[src/rtl/easy_fifo_sync_flags.sv]
// easy_fifo_sync_flags: single-clock FIFO with occupancy counter, almost-full/
// almost-empty flags, sticky overflow/underflow errors and a selectable read
// mode (registered read or first-word-fall-through).
//
// Handshake: a write is taken on a rising edge when wr_en is high and wr_full
// is low; a read is taken when rd_en is high and rd_empty is low. Both gates
// look only at the flags of the current cycle, so a simultaneous read never
// makes room for a write into a full FIFO, and a simultaneous write never
// satisfies a read from an empty one. In registered mode rd_valid pulses for
// one cycle, one cycle after the accepted read; in FWFT mode rd_valid simply
// means "rd_data is the head entry" and rd_en acknowledges it.
module easy_fifo_sync_flags #(
    parameter int DWIDTH    = 32,
    parameter int DEPTH     = 16,
    parameter int FWFT      = 0,
    parameter int AFULL_TH  = DEPTH - 2,
    parameter int AEMPTY_TH = 2
) (
    input  logic                       clk,
    input  logic                       rst_n,
    input  logic [DWIDTH-1:0]          wr_data,
    input  logic                       wr_en,
    output logic                       wr_full,
    output logic                       wr_afull,
    output logic                       wr_overflow,
    input  logic                       rd_en,
    output logic [DWIDTH-1:0]          rd_data,
    output logic                       rd_valid,
    output logic                       rd_empty,
    output logic                       rd_aempty,
    output logic                       rd_underflow,
    input  logic                       clr_err,
    output logic [$clog2(DEPTH):0]     fifo_cnt
);

    localparam int PW = $clog2(DEPTH);
    localparam int CW = PW + 1;
    localparam logic [CW-1:0] FULL_C   = CW'(DEPTH);
    localparam logic [CW-1:0] AFULL_C  = CW'(AFULL_TH);
    localparam logic [CW-1:0] AEMPTY_C = CW'(AEMPTY_TH);

    logic [DWIDTH-1:0] mem_q [DEPTH];
    logic [PW-1:0]     wr_ptr_q, wr_ptr_d;
    logic [PW-1:0]     rd_ptr_q, rd_ptr_d;
    logic [CW-1:0]     cnt_q, cnt_d;
    logic              ovf_q, ovf_d;
    logic              udf_q, udf_d;
    logic              wr_acc;
    logic              rd_acc;

    // Flags are decoded from the registered count, so they move the cycle after the edge.
    assign wr_full   = (cnt_q == FULL_C);
    assign rd_empty  = (cnt_q == '0);
    assign wr_afull  = (cnt_q >= AFULL_C);
    assign rd_aempty = (cnt_q <= AEMPTY_C);
    assign fifo_cnt  = cnt_q;
    assign wr_overflow  = ovf_q;
    assign rd_underflow = udf_q;

    assign wr_acc = wr_en && !wr_full;
    assign rd_acc = rd_en && !rd_empty;

    // Next-state for pointers, occupancy and sticky errors (a new error beats clr_err).
    always_comb begin
        wr_ptr_d = wr_ptr_q;
        rd_ptr_d = rd_ptr_q;
        cnt_d    = cnt_q;
        if (wr_acc) wr_ptr_d = wr_ptr_q + PW'(1);
        if (rd_acc) rd_ptr_d = rd_ptr_q + PW'(1);
        case ({wr_acc, rd_acc})
            2'b10:   cnt_d = cnt_q + CW'(1);
            2'b01:   cnt_d = cnt_q - CW'(1);
            default: cnt_d = cnt_q;
        endcase
        ovf_d = (wr_en && wr_full) || (ovf_q && !clr_err);
        udf_d = (rd_en && rd_empty) || (udf_q && !clr_err);
    end

    // Control state register with asynchronous active-low reset.
    always_ff @(posedge clk or negedge rst_n) begin
        if (!rst_n) begin
            wr_ptr_q <= '0;
            rd_ptr_q <= '0;
            cnt_q    <= '0;
            ovf_q    <= 1'b0;
            udf_q    <= 1'b0;
        end else begin
            wr_ptr_q <= wr_ptr_d;
            rd_ptr_q <= rd_ptr_d;
            cnt_q    <= cnt_d;
            ovf_q    <= ovf_d;
            udf_q    <= udf_d;
        end
    end

    // Storage array; contents survive reset and are simply abandoned by the pointer reset.
    always_ff @(posedge clk) begin
        if (wr_acc) mem_q[wr_ptr_q] <= wr_data;
    end

    generate
        if (FWFT != 0) begin : g_fwft
            // Head entry is shown directly; stale head is driven while empty.
            assign rd_data  = mem_q[rd_ptr_q];
            assign rd_valid = !rd_empty;
        end else begin : g_std
            logic [DWIDTH-1:0] rd_data_q, rd_data_d;
            logic              rd_valid_q, rd_valid_d;

            // Output register loads only on an accepted read and holds otherwise.
            always_comb begin
                rd_data_d  = rd_data_q;
                rd_valid_d = rd_acc;
                if (rd_acc) rd_data_d = mem_q[rd_ptr_q];
            end

            // Registered read data and its one-cycle valid pulse.
            always_ff @(posedge clk or negedge rst_n) begin
                if (!rst_n) begin
                    rd_data_q  <= '0;
                    rd_valid_q <= 1'b0;
                end else begin
                    rd_data_q  <= rd_data_d;
                    rd_valid_q <= rd_valid_d;
                end
            end

            assign rd_data  = rd_data_q;
            assign rd_valid = rd_valid_q;
        end
    endgenerate

endmodule

[config.mk]
export PLATFORM = sky130hd
export DESIGN_NAME = easy_fifo_sync_flags
export DESIGN_NICKNAME = d
export VERILOG_FILES = /design/src/rtl/easy_fifo_sync_flags.sv
export SDC_FILE = /design/constraint.sdc
export NUM_CORES = 1
export LEC_CHECK = 0
export CORE_MARGIN = 1
export CORE_UTILIZATION = 54
export DETAILED_ROUTE_END_ITERATION = 8
export PLACE_DENSITY = 0.7
export SYNTH_ARGS = -nofsm -noshare
export SYNTH_HDL_FRONTEND = slang
export SYNTH_SLANG_ARGS = --single-unit
[constraint.sdc]
create_clock -name clk -period 4.5 [get_ports clk]
set_clock_uncertainty 0.05 [all_clocks]
set_input_delay 0.9 -clock clk [delete_from_list [all_inputs] [get_ports clk]]
set_output_delay 0.9 -clock clk [all_outputs]
set_load 0.005 [all_outputs]
==> summary.md, run 1 <==
| Metric | Value |
|---|---|
| Status | `finished, final reports clean` |
| Simple-Gate Fraction of Synth Area | `0.01156` |
| FMAX | `294.2 MHz` |
| Most numerous cell in the Yosys netlist | `edfxtp_1` |
| DR iter-0 viols | `747` |
| Via count | `approximately 10k` |
| Synth top area share | `0.7212` |
| Synth top area cells | `edfxtp_1 (72%), mux4_2 (14%), dfrtp_1 (5.6%), o22ai_1 (1.9%), mux2_2 (1.8%)` |
| Setup_tns | `0 ps` |
| Worst path max stage delay | `620 ps` |
| CTS tree | `built` |
| RSZ-0062 raised after global routing | `no` |
| DR vias/cell | `roughly 6.1` |
| Worst-path fanout max | `11` |
| Tot GR Track Use | `0.2264` |
| Ys flop type | `edfxtp_1` |
| Post-synth cell types | `39` |
| Diode count | `0` |
| Min-Delay Path Class | `in2async` |
| Final HPWL DP | `25.06 mm` |
| Setup Crit Path Kind | `reg2out` |
| Final setup fails | `0` |
| Mapped cell area | `between 20000 and 25000 µm²` |
| Die Width | `approximately 200 µm` |
| Total chip power | `15.20 mW` |
| Syn Nets | `1014` |
| Crit end category | `output pin` |
| Clock sinks | `560` |
| Worst path arrival time | `2450 ps` |
| Period Utilization, post-route | `0.7553` |
| Area growth from synthesis to layout | `15.60%` |
| Die H | `around 200 µm` |
| Syn avg cell area | `22.02 µm²` |
| Largest net degree at the start of global routing | `71` |
| Slowest CP cell | `or4_4` |
| Reg2Reg Setup Slack | `approximately 1300 ps` |
| CP Launch Type | `flop` |
| H-tree depth | `2` |
| Slew margin rel. | `0.3365` |
| Final instance area | `24640 µm²` |
| Worst-path clk slew | `60 ps` |
| RR Startpoint | `fifo_cnt[1]` |
| Max rail drop VDD | `0.4278 mV` |
| Share of layout cells above drive strength 1 | `0.2626` |
| Post-synthesis compound-gate area fraction | `0.03292` |
| Clk_lat worst skew | `630 ps` |
| I/O pins | `81` |
| Top post-synthesis cells by count | `edfxtp_1 (512), mux4_2 (128), o22ai_1 (64)` |
| Yosys reg bits | `560` |
| Area after DPL | `22970 µm²` |
| Postcts setup bufs | `0` |
| First-pass GRT wire length | `about 67 mm` |
| Number of synthesized flops with an enable pin | `512` |
| Post-synthesis mux area share | `0.1532` |
| Core Region | `38830 µm²` |
| PostCTS Resize Cnt | `0` |
| Maxcap violations | `0` |
| Mapped Cells | `968` |
| Final slew viol count | `0` |
| Final #Nets | `1131` |
| Grt ovf | `0` |
| Clock Path Buffers | `3` |
| Detail Route Antenna Nets | `0` |
| Final Hold Fails | `0` |
| First drt pass iteration count | `5` |
| CTS root buf | `clkbuf_16` |
| Critical Path RT | `3550 ps` |
| Initial antenna violation count | `0` |
| Row count | `72` |
| CTS buffer count | `54` |
| Pwr dens | `approximately 600 nW/µm²` |
| Adder-Cell Fraction of Synth Area | `0.005282` |
| Largest family of logic cells by synthesized area | `multiplexers` |
| Initial Util | `0.5491` |
| Area leader, netlist | `edfxtp_1` |
| Crit path launch | `fifo_cnt[1]` |
| Final WL | `44.10 mm` |
| Worst-path cell chain | `or4_4 -> nor2_1 -> clkdlybuf4s50_1` |
| Slew @ Worst Pin | `995.2 ps` |
| Post-synthesis sequential area ratio | `0.7775` |
| Xor and xnor area share after synthesis | `0.004108` |
| Vias in the first global route | `10.50k` |
| Cts hold-fix bufs | `0` |
| Final Critical Period | `3399 ps` |
| Yosys warning total | `0` |
| DRC violations left | `0` |
| Drt wl/cell | `26.75 µm` |
| GPL Wtd Cong | `0.7539` |
| Leakage power | `7.862 nW` |
| Port Buffers | `80` |
| Full die area | `slightly above 40000 µm²` |
| Fraction of registers with async set/reset | `0.08571` |
==> worst max-delay path: cells and delay by family (launching register included) <==
family	cells	cell delay (ps)
DFF	1	510
buffers and inverters	1	540
and+or+nand+nor	2	810
==> report_power, final <==
| group | internal [mW] | leakage, nW | switching (mW) |
|---|---|---|---|
| registers | 6.37 | 5.17 | 0.480 |
| logic | 2.11 | 1.88 | 1.98 |
| clock network | 2.37 | 0.815 | 1.88 |
==> metal layers <==
layer / GRT usage / wire, µm / vias up
li1: - / - / 4296
met1: 0.3133 / 18020 / 5389
met2: 0.3750 / 22650 / 308
met3: 0.03295 / 2338 / 74
met4: 0.07552 / 1091 / 0
met5: 0 / 0 / -
==> path summary, 6_finish.rpt <==
check	end	cells past startpoint
max	wr_full	3
min	rd_data[7]	1
max reg2reg	fifo_cnt[4]	11
min reg2reg	wr_overflow	1
max in group asynchronous	rd_data[20]	2
min in group clk	wr_overflow	1
==> area by class of cell <==
| class | count | area, µm² |
|---|---|---|
| clock inverters | 22 | 171.4 |
| well taps | 518 | 648.1 |
| multi-input cells | 345 | 4538 |
| repair buffers | 118 | 1181 |
| inverters | 6 | 22.52 |
| clock buffers | 80 | 1499 |
| fillers | 2566 | 14180 |
| flip-flops and latches | 560 | 16580 |
==> flip-flops by register name, indices dropped and copies added, names as in the netlist <==
signal and cells:
rd_underflow 1, wr_overflow 1, rd_ptr_q 4, mem_q 512, wr_ptr_q 4, fifo_cnt 5, rd_valid 1, rd_data 32
==> cells in the final DEF (no fill, tap or decap), drive strengths merged <==
| cell | Yosys | routed |
|---|---|---|
| o211ai | 1 | 1 |
| nor3 | 4 | 4 |
| a32oi | 1 | 1 |
| dfrtp | 48 | 48 |
| or4 | 1 | 1 |
| ha | 9 | 9 |
| a21boi | 2 | 2 |
| o22ai | 64 | 64 |
| o21a | 1 | 1 |
| nand2b | 4 | 4 |
| xor2 | 4 | 4 |
| bufinv | 0 | 1 |
| xnor2 | 6 | 6 |
| clkdlybuf4s50 | 0 | 79 |
| a311oi | 1 | 1 |
| nor4b | 1 | 1 |
| nand4 | 2 | 2 |
| nor4 | 1 | 1 |
| o21ai | 4 | 4 |
| and2 | 1 | 1 |
| edfxtp | 512 | 512 |
| or2 | 1 | 1 |
| clkinv | 0 | 21 |
| clkbuf | 26 | 80 |
| inv | 6 | 6 |
| nand2 | 10 | 10 |
| and3b | 1 | 1 |
| o41ai | 1 | 1 |
| a21oi | 35 | 35 |
| nor2 | 18 | 18 |
| a22o | 2 | 2 |
| mux4 | 128 | 128 |
| o211a | 1 | 1 |
| nor2b | 3 | 3 |
| nand3 | 2 | 2 |
| buf | 31 | 39 |
| mux2 | 34 | 34 |
| a2111oi | 1 | 1 |
| nor3b | 1 | 1 |
==> stage by stage <==
stage / hold slack, ps / worst slack [ps] / instances / utilization
2_1_floorplan: 447.9 / 213.7 / 968 / -
3_3_place_gp: 449.5 / 1001 / 1547 / 0.5917
3_5_place_dp: 453.2 / 972.7 / 1547 / 0.5917
4_1_cts: 329.8 / 1071 / 1649 / 0.6347
5_1_grt: 377.9 / 959.6 / 1649 / 0.6347
6_report: 309.7 / 1101 / 1649 / 0.6347
==> cells by family after synthesis <==
group                      Yosys count
DFF                                560
muxes                              162
AOI/OAI and AO/OA                  114
buffers and inverters               63
and+or+nand+nor                     50
xor gates and xnor gates            10
adders and majority gates            9
Power figures use the tool's default switching activity.
==> inputs of run 2 (changes only) <==
- clock period: 4.5 -> 3.4 ns (I/O delays scaled with it)
==> run 2 against run 1 <==
Against the previous run: utilization rose by 0.53 points; cell area up 0.84%; total power rose by 36%; die area unchanged; first-iteration DRC count rose by 26%; final cell count is 0.49% higher; combinational power is 34% higher; largest cell class unchanged.
==> summary.md, run 2 (synthesis gave the netlist of run 1 again) <==
| Metric | Value |
|---|---|
| Status | `finished, final reports clean` |
| Diode count | `0 (unchanged)` |
| CTS tree | `built` |
| DR iter-0 viols | `942 (+26%)` |
| Tot GR Track Use | `0.2246 (-0.001759)` |
| Biggest register | `mem_q` |
| Pwr dens | `828.7 nW/µm² (+34%)` |
| DRC violations left | `0 (unchanged)` |
| FMAX | `between 300 and 400 MHz` |
| Max reg flops | `512 (unchanged)` |
| Row count | `72 (unchanged)` |
| H-tree depth | `2 (unchanged)` |
| DR vias/cell | `6.086 (-0.31%)` |
| Critical Path RT | `2670 ps (-880 ps)` |
| Clock Path Buffers | `3 (unchanged)` |
| Slew margin rel. | `0.2694 (-0.06713)` |
| Grt ovf | `0 (unchanged)` |
| Port Buffers | `80 (unchanged)` |
| Maxcap violations | `0 (unchanged)` |
| I/O pins | `81 (unchanged)` |
| Final #Nets | `1140 (+0.80%)` |
| Commonest non-fill, non-tap cell in the layout | `edfxtp_1` |
| Full die area | `40280 µm² (unchanged)` |
| Crit end category | `output pin` |
| Die Width | `200.7 µm (unchanged)` |
| Worst-path fanout max | `8 (-3)` |
| Via count | `10.08k (+0.17%)` |
| Vias in the first global route | `10.43k (-0.67%)` |
| Setup_tns | `0 ps (unchanged)` |
| Period Utilization, post-route | `0.8979` |
| Slew @ Worst Pin | `1091 ps (+95.47 ps)` |
| Final Hold Fails | `0 (unchanged)` |
| CP Launch Type | `flop` |
| CTS buffer count | `55 (+1.9%)` |
| Final HPWL DP | `24.21 mm (-3.4%)` |
| First-pass GRT wire length | `66.23 mm (-0.70%)` |
| Total chip power | `20.59 mW (+36%)` |
| Die H | `200.7 µm (unchanged)` |
| CTS root buf | `clkbuf_16` |
| Largest net degree at the start of global routing | `70 (-1.4%)` |
| Clk_lat worst skew | `610 ps (-20 ps)` |
| PostCTS Resize Cnt | `0 (unchanged)` |
| Share of layout cells above drive strength 1 | `0.2748 (+0.01220)` |
| Area after DPL | `23030 µm² (+0.26%)` |
| Postcts setup bufs | `0 (unchanged)` |
| Clock sinks | `560 (unchanged)` |
| Max rail drop VDD | `0.5877 mV (+37%)` |
| Final instance area | `24850 µm² (+0.84%)` |
| Final slew viol count | `0 (unchanged)` |
| Final Critical Period | `3053 ps` |
| Area growth from synthesis to layout | `16.57%` |
| First drt pass iteration count | `5 (unchanged)` |
| RSZ-0062 raised after global routing | `no` |
| Drt wl/cell | `26.43 µm (-1.2%)` |
| Leakage power | `7.986 nW (+1.6%)` |
| Detail Route Antenna Nets | `0 (unchanged)` |
| GPL Wtd Cong | `0.7402 (-1.8%)` |
| Core Region | `38830 µm² (unchanged)` |
| Min-Delay Path Class | `in2async` |
| Initial Util | `0.5491 (unchanged)` |
| Final WL | `43.79 mm (-0.71%)` |
| Worst path arrival time | `2320 ps (-130 ps)` |
| Final setup fails | `0 (unchanged)` |
| Cts hold-fix bufs | `0 (unchanged)` |
| Setup Crit Path Kind | `reg2out` |
| Initial antenna violation count | `0 (unchanged)` |
| Worst-path clk slew | `60 ps (about the same)` |
| Commonest cells after routing, fill and taps aside | `edfxtp_1 (512), mux4_2 (128), clkdlybuf4s50_1 (79), o22ai_1 (64), clkbuf_16 (55)` |
## run 2: final timing paths
path                             start          end  slack (ps)  depth (start not counted)
min                              rst_n   rd_data[9]         200                          2
min in group clk           wr_overflow  wr_overflow         480                          1
max in group asynchronous        rst_n  rd_ptr_q[3]        2500                          2
max                        fifo_cnt[0]     rd_empty         350                          3
max reg2reg                fifo_cnt[0]  fifo_cnt[4]         540                         10
min reg2reg                wr_overflow  wr_overflow         480                          1
## run 2: area by class of cell
type / instances / area [µm²]
well taps: 518 / 648.1
fillers: 2530 / 13980
clock buffers: 72 / 1460
flip-flops and latches: 560 / 16580
repair buffers: 126 / 1216
inverters: 6 / 22.52
multi-input cells: 345 / 4563
clock inverters: 30 / 356.6
## run 2: stage by stage
step,cells,worst slack [ps],hold slack [ps],util
4_1_cts,1657,309.7,217.9,0.6400
3_5_place_dp,1555,397.1,460.4,0.5933
5_1_grt,1657,270.4,251.0,0.6400
6_report,1657,347.3,202.6,0.6400
3_3_place_gp,1555,413.8,455.3,0.5933
2_1_floorplan,968,187.4,334.4,-
## run 2: worst max-delay path, cell delays in order (launching register included)
cell and delay, ps:
dfrtp_1 470, or4_4 580, nor2_1 160, clkdlybuf4s50_1 530
## run 2: per-layer routing
layer	vias up	wire (µm)	global-route usage
li1	4338	-	-
met1	5381	18430	0.3188
met2	300	22000	0.3689
met3	65	2539	0.03847
met4	0	816	0.05425
met5	-	0	0
## run 2: report_power, final
group          switching [mW]  internal, mW
clock                    2.53          3.57
combinational            2.65          2.82
sequential              0.589          8.44
==> inputs of run 3 (changes only) <==
- CORE_UTILIZATION: 54 -> 46
- PLACE_DENSITY: 0.7 -> 0.61
==> run 3 against run 2 <==
Against the previous run: flip-flop and latch count did not move; die area rose by 17%; final cell count rose by 5.6%; cell area increased by 1.7%; largest power group unchanged; fmax fell by 2.6%; utilization down 8.6 points; total power increased by 2.9%; register-to-register slack better by 100 ps; first-iteration DRC count decreased by 16%; sequential power about the same; combinational power increased by 3%; via count rose by 1.1%.
==> summary.md, run 3 (synthesis gave the netlist of run 1 again) <==
| Metric | Value |
|---|---|
| Initial Util | `0.4678 (-0.08131)` |
| Maxcap violations | `0 (unchanged)` |
| Max rail drop VDD | `0.5726 mV (-2.6%)` |
| Multi-input logic area | `4563 µm² (unchanged)` |
| Detail Route Antenna Nets | `0 (unchanged)` |
| Worst path bufs/invs | `1 (unchanged)` |
| Busiest grt layer | `met2` |
| DR vias/cell | `5.831 (-4.2%)` |
| Worst path max stage delay | `620 ps (+40 ps)` |
| Clock sinks | `560 (unchanged)` |
| H-tree depth | `2 (unchanged)` |
| Share of layout cells above drive strength 1 | `0.2822 (+0.007428)` |
| I/O pins | `81 (unchanged)` |
| Final setup fails | `0 (unchanged)` |
| Final slew viol count | `0 (unchanged)` |
| WHS | `147.0 ps (-55.58 ps)` |
| Final HPWL DP | `26.40 mm (+9.0%)` |
| Status | `finished, final reports clean` |
| Commonest cells after routing, fill and taps aside | `edfxtp_1 (512), mux4_2 (128), clkdlybuf4s50_1 (79), o22ai_1 (64), clkbuf_16 (57)` |
| DRC violations left | `0 (unchanged)` |
| Full die area | `47210 µm² (+17%)` |
| Die Width | `217.3 µm (+8.3%)` |
| Pwr dens | `838.4 nW/µm² (+1.2%)` |
| Clock Path Buffers | `3 (unchanged)` |
| DR iter-0 viols | `793 (-16%)` |
| Drt wl/cell | `26.44 µm (about the same)` |
| Crit end category | `output pin` |
| Grt ovf | `0 (unchanged)` |
| Slew @ Worst Pin | `865.6 ps (-225.1 ps)` |
| RSZ-0062 raised after global routing | `no` |
| Met2 usage | `0.3310 (-0.03793)` |
| Period Utilization, post-route | `0.9220 (+0.02414)` |
| Area growth from synthesis to layout | `18.52%` |
| Met3 Resource Use GR | `0.03438 (-0.004092)` |
| Slowest CP cell | `or4_4` |
| Initial antenna violation count | `1 (+1)` |
| RR Startpoint | `fifo_cnt[1]` |
| Worst-path fanout max | `11 (+3)` |
| Min-Delay Path Class | `in2async` |
| GPL Wtd Cong | `0.7341 (-0.82%)` |
| Slew margin rel. | `0.4229 (+0.1536)` |
| CTS tree | `built` |
| Final #Nets | `1147 (+0.61%)` |
| Row count | `78 (+8.3%)` |
| Worst path arrival time | `2400 ps (+80 ps)` |
| CP Launch Type | `flop` |
| Biggest register | `mem_q` |
| Worst-path clk slew | `60 ps (about the same)` |
| Storage cell area | `16580 µm² (unchanged)` |
| Port Buffers | `80 (unchanged)` |
| Worst-path cell chain | `or4_4 -> nor2_1 -> clkdlybuf4s50_1` |
| CTS buffer count | `55 (unchanged)` |
| Die H | `217.3 µm (+8.3%)` |
| CTS root buf | `clkbuf_16` |
| Cts hold-fix bufs | `0 (unchanged)` |
| Setup_tns | `0 ps (unchanged)` |
| FMAX | `319.0 MHz (-2.6%)` |
| Critical Path RT | `2670 ps (about the same)` |
| PostCTS Resize Cnt | `0 (unchanged)` |
| Crit path launch | `fifo_cnt[1]` |
| Vias in the first global route | `10.50k (+0.68%)` |
| Clk_lat worst skew | `600 ps (about the same)` |
| Leakage power | `8.122 nW (+1.7%)` |
| Largest net degree at the start of global routing | `46 (-34%)` |
| First-pass GRT wire length | `69.16 mm (+4.4%)` |
| Commonest non-fill, non-tap cell in the layout | `edfxtp_1` |
| Setup Crit Path Kind | `reg2out` |
| Final WL | `46.25 mm (+5.6%)` |
| Final Hold Fails | `0 (unchanged)` |
| Via count | `10.20k (+1.1%)` |
| First drt pass iteration count | `4 (-1)` |
| Final Critical Period | `3135 ps (+82.07 ps)` |
| Core Region | `45580 µm² (+17%)` |
| Tot GR Track Use | `0.2025 (-0.02213)` |
| Fill cell count | `3391 (+34%)` |
| Cell family with most CP delay | `simple AND/OR/NAND/NOR gates` |
| M1 GR Usage | `0.2843 (-0.03446)` |
| Max reg flops | `512 (unchanged)` |
| Postcts setup bufs | `0 (unchanged)` |
## run 3: cell types whose count changed in the layout (fill, tap and decap cells not counted), sizes merged
| cell | change |
|---|---|
| clkinvlp | -1 |
| diode | +1 |
| clkbuf | +5 |
| bufinv | +3 |
| buf | +7 |
| clkinv | -5 |
## run 3: area by class of cell
class                           instances  area share
Tap cell                              600     0.02971
Timing Repair Buffer                  133     0.05467
Inverter                                6   0.0008913
Clock inverter                         27     0.01550
Antenna cell                            1  0.00009903
Clock buffer                           77     0.06219
Sequential cell                       560      0.6564
Multi-Input combinational cell        345      0.1806
## run 3: path summary, 6_finish.rpt
| path | cells after the start | slack (ps) | to |
|---|---|---|---|
| worst max-delay path | 3 | 270 | wr_full |
| worst min-delay path | 1 | 150 | wr_ptr_q[0] |
| worst max register to register | 11 | 640 | fifo_cnt[4] |
| min in group clk | 1 | 460 | rd_underflow |
| max in group asynchronous | 2 | 2490 | rd_data[14] |
| worst min register to register | 1 | 460 | rd_underflow |
## run 3: per-stage QoR
stage	power (mW)	cells	worst slack, ps	instance area, µm²	util
final	21.18	1749	265.2	25270	0.5544
after global routing	22.10	1749	186.5	25270	0.5544
after CTS	21.44	1748	246.5	25270	0.5544
after detailed placement	14.92	1644	348.7	23300	0.5113
after global placement	14.85	1644	345.6	23300	0.5113
after floorplan	12.73	968	187.4	21340	-
## run 3: per-layer routing
| layer | share of wire | wire length [µm] | up-vias |
|---|---|---|---|
| met5 | 0 | 0 | - |
| met4 | 0.018 | 818 | 0 |
| met3 | 0.049 | 2279 | 60 |
| met2 | 0.50 | 23320 | 269 |
| met1 | 0.43 | 19830 | 5516 |
| li1 | - | - | 4354 |
## run 3: power by group
group	switching, mW	internal, mW
Sequential	0.586	8.43
Combinational	2.77	2.89
Clock	2.52	3.98
